$ cat config.mk
export PLATFORM = sky130hd
export DESIGN_NAME = stopwatch_ctrl
export DESIGN_NICKNAME = d
export VERILOG_FILES = /design/src/rtl/stopwatch_pkg.sv /design/src/rtl/btn_debounce.sv /design/src/rtl/stopwatch_ctrl.sv
export SDC_FILE = /design/constraint.sdc
export NUM_CORES = 1
export LEC_CHECK = 0
export ABC_AREA = 0
export CORE_MARGIN = 1.5
export CORE_UTILIZATION = 55
export DETAILED_ROUTE_END_ITERATION = 6
export DONT_BUFFER_PORTS = 1
export PLACE_DENSITY = 0.68
export SLEW_MARGIN = 20
export SYNTH_ARGS = -nofsm -noshare
export SYNTH_HDL_FRONTEND = slang
export SYNTH_HIERARCHICAL = 1
export SYNTH_SLANG_ARGS = --single-unit
$ cat constraint.sdc
create_clock -name clk -period 2.4 [get_ports clk]
set_input_delay 0.48 -clock clk [delete_from_list [all_inputs] [get_ports clk]]
set_output_delay 0.48 -clock clk [all_outputs]
set_load 0.01 [all_outputs]
$ cat src/rtl/stopwatch_pkg.sv
// Shared definitions for the stopwatch control slice.
//   state_t         : 2-bit FSM state type
//   ST_RUN/ST_PAUSE/ST_ADJUST : state encodings (2'b11 is illegal)
//   DEB_CYCLES_DEF  : default debounce length in clock cycles
package stopwatch_pkg;

    typedef logic [1:0] state_t;

    localparam state_t ST_RUN    = 2'b00;
    localparam state_t ST_PAUSE  = 2'b01;
    localparam state_t ST_ADJUST = 2'b10;

    localparam int unsigned DEB_CYCLES_DEF = 16;

endpackage

$ cat src/rtl/btn_debounce.sv
// Two-flop synchronizer, debounce counter and rising-edge press detector for one raw button.
// Ports:
//   clk     : system clock
//   rst     : synchronous active-high reset
//   btn_raw : asynchronous, bouncy button level
//   press   : registered one-cycle pulse on each rising edge of the debounced level
module btn_debounce #(
    parameter int unsigned DEB_CYCLES = 16,
    parameter int unsigned DEB_W      = 16
) (
    input  logic clk,
    input  logic rst,
    input  logic btn_raw,
    output logic press
);

    logic             sync1_q;
    logic             sync2_q;
    logic             level_q;
    logic             press_q;
    logic [DEB_W-1:0] cnt_q;
    logic             differ;
    logic             flip;

    assign differ = (sync2_q != level_q);
    // Flip only after DEB_CYCLES consecutive cycles of disagreement.
    assign flip   = differ && (cnt_q == DEB_W'(DEB_CYCLES - 1));

    always_ff @(posedge clk) begin
        if (rst) begin
            sync1_q <= 1'b0;
            sync2_q <= 1'b0;
            level_q <= 1'b0;
            press_q <= 1'b0;
            cnt_q   <= '0;
        end else begin
            sync1_q <= btn_raw;
            sync2_q <= sync1_q;
            if (!differ || flip) begin
                cnt_q <= '0;
            end else begin
                cnt_q <= cnt_q + 1'b1;
            end
            if (flip) begin
                level_q <= ~level_q;
            end
            press_q <= flip && !level_q;
        end
    end

    assign press = press_q;

endmodule

$ cat src/rtl/stopwatch_ctrl.sv
// Stopwatch control FSM: turns debounced buttons and the adjust switches into counter
// controls (clear pulse, hold, adjust mode, increment pulses, blink).
// Optional feature macro: STOPWATCH_LAP_EN adds btn_lap / freeze (lap display hold).
// Ports:
//   clk, rst             : clock, synchronous active-high reset
//   btn_pause, btn_reset : raw bouncy buttons
//   sw_adj, sw_sel       : raw switch levels (synchronized, not debounced)
//   tick_fast            : ~2 Hz single-cycle pulse, clk-synchronous
//   btn_lap, freeze      : lap button / display freeze (STOPWATCH_LAP_EN only)
//   cnt_rst              : one-cycle counter clear
//   paused               : counter hold (PAUSE and ADJUST)
//   adj_en, adj_sel      : adjust mode and field select (0 = seconds, 1 = minutes)
//   adj_inc              : one-cycle increment for the selected field
//   blank                : blink phase for the selected digits
//   state                : current FSM state
module stopwatch_ctrl
    import stopwatch_pkg::*;
#(
    parameter int unsigned DEB_CYCLES = DEB_CYCLES_DEF,
    parameter int unsigned DEB_W      = 16
) (
    input  logic       clk,
    input  logic       rst,
    input  logic       btn_pause,
    input  logic       btn_reset,
    input  logic       sw_adj,
    input  logic       sw_sel,
    input  logic       tick_fast,
`ifdef STOPWATCH_LAP_EN
    input  logic       btn_lap,
    output logic       freeze,
`endif
    output logic       cnt_rst,
    output logic       paused,
    output logic       adj_en,
    output logic       adj_sel,
    output logic       adj_inc,
    output logic       blank,
    output logic [1:0] state
);

    logic   pause_press;
    logic   reset_press;
    logic   adj_s1_q, adj_s2_q;
    logic   sel_s1_q, sel_s2_q;
    state_t state_q, state_d;
    logic   cnt_rst_q, cnt_rst_d;
    logic   paused_q, adj_en_q, adj_sel_q, adj_inc_q, blank_q;
    logic   stay_adj;

    btn_debounce #(
        .DEB_CYCLES (DEB_CYCLES),
        .DEB_W      (DEB_W)
    ) u_deb_pause (
        .clk     (clk),
        .rst     (rst),
        .btn_raw (btn_pause),
        .press   (pause_press)
    );

    btn_debounce #(
        .DEB_CYCLES (DEB_CYCLES),
        .DEB_W      (DEB_W)
    ) u_deb_reset (
        .clk     (clk),
        .rst     (rst),
        .btn_raw (btn_reset),
        .press   (reset_press)
    );

    always_comb begin
        state_d   = state_q;
        cnt_rst_d = 1'b0;
        case (state_q)
            ST_RUN: begin
                if (reset_press) begin
                    state_d   = ST_PAUSE;
                    cnt_rst_d = 1'b1;
                end else if (adj_s2_q) begin
                    state_d = ST_ADJUST;
                end else if (pause_press) begin
                    state_d = ST_PAUSE;
                end
            end
            ST_PAUSE: begin
                if (reset_press) begin
                    cnt_rst_d = 1'b1;
                end else if (adj_s2_q) begin
                    state_d = ST_ADJUST;
                end else if (pause_press) begin
                    state_d = ST_RUN;
                end
            end
            ST_ADJUST: begin
                // Pause presses are dropped here, not remembered for later.
                if (reset_press) begin
                    cnt_rst_d = 1'b1;
                end else if (!adj_s2_q) begin
                    state_d = ST_PAUSE;
                end
            end
            default: state_d = ST_PAUSE;
        endcase
    end

    // Ticks count only when ADJUST holds across the edge (not on entry or exit).
    assign stay_adj = (state_q == ST_ADJUST) && (state_d == ST_ADJUST);

    always_ff @(posedge clk) begin
        if (rst) begin
            adj_s1_q  <= 1'b0;
            adj_s2_q  <= 1'b0;
            sel_s1_q  <= 1'b0;
            sel_s2_q  <= 1'b0;
            state_q   <= ST_PAUSE;
            cnt_rst_q <= 1'b0;
            paused_q  <= 1'b1;
            adj_en_q  <= 1'b0;
            adj_sel_q <= 1'b0;
            adj_inc_q <= 1'b0;
            blank_q   <= 1'b0;
        end else begin
            adj_s1_q  <= sw_adj;
            adj_s2_q  <= adj_s1_q;
            sel_s1_q  <= sw_sel;
            sel_s2_q  <= sel_s1_q;
            state_q   <= state_d;
            cnt_rst_q <= cnt_rst_d;
            paused_q  <= (state_d != ST_RUN);
            adj_en_q  <= (state_d == ST_ADJUST);
            adj_sel_q <= (state_d == ST_ADJUST) && sel_s2_q;
            adj_inc_q <= stay_adj && tick_fast;
            if (state_d != ST_ADJUST) begin
                blank_q <= 1'b0;
            end else if (stay_adj && tick_fast) begin
                blank_q <= ~blank_q;
            end
        end
    end

`ifdef STOPWATCH_LAP_EN
    logic lap_press;
    logic freeze_q;

    btn_debounce #(
        .DEB_CYCLES (DEB_CYCLES),
        .DEB_W      (DEB_W)
    ) u_deb_lap (
        .clk     (clk),
        .rst     (rst),
        .btn_raw (btn_lap),
        .press   (lap_press)
    );

    // Any exit from RUN (including a clear) drops the freeze.
    always_ff @(posedge clk) begin
        if (rst) begin
            freeze_q <= 1'b0;
        end else if ((state_q == ST_RUN) && (state_d == ST_RUN)) begin
            freeze_q <= freeze_q ^ lap_press;
        end else begin
            freeze_q <= 1'b0;
        end
    end

    assign freeze = freeze_q;
`endif

    assign cnt_rst = cnt_rst_q;
    assign paused  = paused_q;
    assign adj_en  = adj_en_q;
    assign adj_sel = adj_sel_q;
    assign adj_inc = adj_inc_q;
    assign blank   = blank_q;
    assign state   = state_q;

endmodule

## After elaboration in Yosys (flattened, before gate mapping)

Index checks and enable logic that the tools add are counted.

- Reduce and logical (&&, ||, !) cells: 20
- Add/sub/neg operators: 2
- Equality and inequality tests: 8
- Bitwise gates (word level): 4
- Multiplexer cells: 10

Operators with widths:

| operator | count |
|---|---|
| adder 16 x 1 -> 16 bit (second input constant) | 2 |
| == test 16 x 4 -> 1 bit (second input constant) | 2 |
| two-way mux 2 bit | 8 |
| OR reduction 2 bit | 4 |
| logical AND 1 bit | 7 |
| case mux 2 bit (3 select lines) | 1 |
| == test 2 bit (second input constant) | 2 |
| zero test 1 bit | 4 |
| inverter 1 bit | 4 |
| OR reduction 3 bit | 1 |
| == test 2 x 1 -> 1 bit (second input constant) | 1 |
| zero test 2 bit | 1 |
| logical OR 1 bit | 2 |
| != test 1 bit | 2 |
| != test 2 bit (second input constant) | 1 |
| nonzero test 2 bit | 1 |
| two-way mux 1 bit | 1 |

- Word-level logic and storage cells: 65
- Input port bits: 7
- Bits in registers: 52
- Output and inout bits: 8

## Logic depth before layout (Yosys ltp)

- Word-level depth: 7
- Mapped depth: 6
- Gate-level depth less buffers: 5

## Modules after synthesis

The synthesis kept the hierarchy.

By module, submodules not included:

| module | seq. area each (um^2) | instances | cells each | area each (um^2) |
|---|---|---|---|---|
| btn_debounce | 400.4 | 2 | 91 | 888.4 |
| stopwatch_ctrl | 240.2 | 1 | 36 | 390.4 |

## Worst setup path before layout

No wires, ideal clock.

- Kind: register -> register
- Start point: reg u_deb_pause.cnt_q[0]
- End point: reg u_deb_pause.cnt_q[10]
- Setup slack: 0.977 ns
- Period minus slack after synthesis: 1.423 ns
- Setup time: 0.115 ns
- Buffers on the path: 1
- Cell stages (with the launch flop): 7
- Data required time: 2.285 ns
- Data arrival time: 1.308 ns
- Path through: dfxtp_1 -> ha_1 -> nand3_2 -> nand4b_2 -> nand2_2 -> buf_6 -> nor2_1

- Word-level cells in the longest chain between the ends: 4
- Elaborated cells on any way between the ends: 5
- Classes of those cells: add/sub (1); eq/ne (1); reduce/logical (3)

Ends and longest elaborated chain:

| what | RTL line | RTL |
|---|---|---|
| start, declared | btn_debounce.sv:21 | `logic [DEB_W-1:0] cnt_q;` |
| start signal, assigned | btn_debounce.sv:42 | `cnt_q <= cnt_q + 1'b1;` |
| parallel branches: the longest is 4 deep, another holds adder 16 x 1 -> 16 bit | n/a |  |

Parallel ways; which one is timed is not known.
A chain may end at the register's enable or synchronous reset.

## Worst setup path after layout

- Start point: reg u_deb_pause.cnt_q[0]
- End point: reg u_deb_pause.cnt_q[6]

Same word-level chain as after synthesis.

==> flow_summary.toml <==
[global_routing]
grt_max_degree = 21
grt_pass1_wl_mm = 6.57
overflow = 0
antenna_found_initial = 0
grt_pass1_vias = 1554
track_usage = 0.201

[routing]
drt_iter0_drc = 93
drcViolationCount = 0
drt_pre_antenna_iters = 4
ant_nets = 0
wl_per_cell_um = 13.6
vias = 1526
vias_per_cell = 5.61
drt-total-wl_mm = 3.69

[synth]
syn_area_um2 = 2170
ys.warnings.count = 6
async_flop_share = 0
synth_cell_types = 32
synth_area_per_cell_um2 = 9.94
synth_top_family_by_area = "simple AND/OR/NAND/NOR gates"
synth_nets = 227
synth_xor_area_frac = 0.117
synth_compound_area_frac = 0.0421
synth_top_cell_by_area = "dfxtp_1"
netlist_instances = 218
synth_seq_area_share = 0.480
yosys-mux-area-fraction = 0.00924
synthAdderAreaFrac = 0.0115
synth_seq_cells = 52
synth_ff_type = "dfxtp_1"
synth_edf_count = 0
synth_area_leaders = "dfxtp_1 (48%), xnor2_1 (11%), nor2_1 (6.9%), nor4_2 (4.6%), nor3_1 (2.5%)"
synth-simple-area-share = 0.315
yosysTopAreaCellShare = 0.480

[sta]
worst_pin_slew_ns = 0.386
finalCriticalPeriod_ns = 1.66
max_slew_margin = 0.740
holdWs_ns = 0.227
fmax_ghz = 0.604
finalMaxSlewViolations = 0
setup_viol = 0
finalClockSkew_ns = 0.00652
rsz0062_at_grt = "false"
tns_ns = 0
fin_crit_sh = 0.690
hold_viol_final = 0

[power]
p_int_mw = 1.20
switchingPower_mw = 0.306
power_frac_clock = 0.402
seq_power_share = 0.585
p_per_area_nw_per_um2 = 649
p_sw_frac = 0.204
comb_power_share = 0.012
peakVddDrop_mv = 0.401
leakagePower_nw = 0.739

[layout]
finalNonFillerCells = 272
fill_cells = 318
final_cell_mix = "dfxtp_1 (52), nor2_1 (40), xnor2_1 (27), nor3_1 (11)"
final_nets = 232
final_common_cell = "dfxtp_1"
antenna_cells = 0
syn_to_final_growth_pct = 6.87
drive_gt1_frac = 0.129

[floorplanning]
io_pins = 15
die_x_um = 65.8
std_cell_rows = 22
die_area_um2 = 4330
fp.dieH_um = 65.8
core_region_area_um2 = 3720
start_util = 0.583

[clock_tree]
cts_inserted_buffers = 5
cts_root_buf = "clkbuf_8"
clockBufferDepth = 2
cts_resized = 0
postCtsSetupRepairBufs = 0
cts_tree = "built"
ctsHtreeMaxLevel = 2
insertion_delay_ns = 0.31
clkSinkCount = 52
path_clk_slew_ns = 0.09
ctsHoldBuffers = 0

[worst_setup_path]
crit_arrival_ns = 1.85
crit_fanout = 14
crit_chain = "ha_1 > nand3_2 > nand4b_2 > nand2_2 > nor2_1"
critPathTopFamily = "simple AND/OR/NAND/NOR gates"
cp.required_ns = 2.60
cp_slowest_stage_delay_ns = 0.40
crit_path_top_delay_cell = "dfxtp_1"
crit_path_end_kind = "register"
path_buf_inv = 0
path_class = "reg -> reg"
cp-start-kind = "register"

[place]
placedCellCount = 264
io_buffer_count = 0
hpwl_mm = 2.54
gp_congestion = 0.818

[flow_run]
drv_cap = 0

[status]
status = "finished clean"

[hold_path]
holdCritPathClass = "in -> reg"
-- synthesized netlist by cell type, types with 4 or more instances --
library cell / instances
nor3_1: 11
a21oi_1: 4
nor4_1: 7
nand2_1: 8
inv_1: 8
nor4_2: 8
nand3_1: 6
nand4_1: 4
nor2b_1: 8
dfxtp_1: 52
xnor2_1: 27
nor2_1: 40
-- cells by family after synthesis --
family | Yosys count
AOI/OAI and AO/OA | 13
muxes | 2
adders and majority gates | 2
and+or+nand+nor | 110
DFF | 52
xor gates and xnor gates | 29
buffers and inverters | 10
-- power by group through the flow --
stage	combinational (mW)	clock (mW)	sequential, mW
after floorplan	0.0175	0	0.898
after global placement	0.0176	0	0.899
after detailed placement	0.0185	0	0.900
after CTS	0.0187	0.631	0.879
after global routing	0.0211	0.661	0.881
final	0.0184	0.604	0.879
-- metal layers --
| metal | vias up | wire [um] | track usage |
|---|---|---|---|
| met5 | - | 0 | 0 |
| met1 | 736 | 1570 | 0.222 |
| li1 | 761 | - | - |
| met4 | 0 | 70 | 0.128 |
| met3 | 5 | 110 | 0.0409 |
| met2 | 24 | 1940 | 0.350 |
-- cell type report --
type,count,area [um2],share of cell area
clock buffer,6,72.6,0.0313
sequential,52,1040,0.449
multi-input combinational,156,1070,0.464
tap,48,60.1,0.0259
clock inverter,2,38.8,0.0167
inverter,8,30.0,0.0130
-- path summary, 6_finish.rpt --
path                            slack (ns)                               end                       startpoint  cells past startpoint
worst max register to register        0.74   u_deb_pause/cnt_q[6]$_SDFF_PP0_  u_deb_pause/cnt_q[0]$_SDFF_PP0_                      5
worst min-delay path                  0.23  u_deb_reset/level_q$_SDFFE_PP0P_                              rst                      1
worst min register to register        0.44                adj_sel$_SDFF_PP0_              sel_s2_q$_SDFF_PP0_                      1
worst max-delay path                  0.74   u_deb_pause/cnt_q[6]$_SDFF_PP0_  u_deb_pause/cnt_q[0]$_SDFF_PP0_                      5
-- stage by stage --
stage                     power [mW]  instance area (um2)   util  setup slack (ns)
after CTS                       1.53                 2320  0.623             0.719
final                           1.50                 2320  0.623             0.744
after detailed placement       0.918                 2200  0.593             0.729
after global placement         0.917                 2200  0.593             0.813
after global routing            1.56                 2320  0.623             0.617
after floorplan                0.916                 2170      -             0.977
Note: power is estimated with default switching activity, not from simulation.
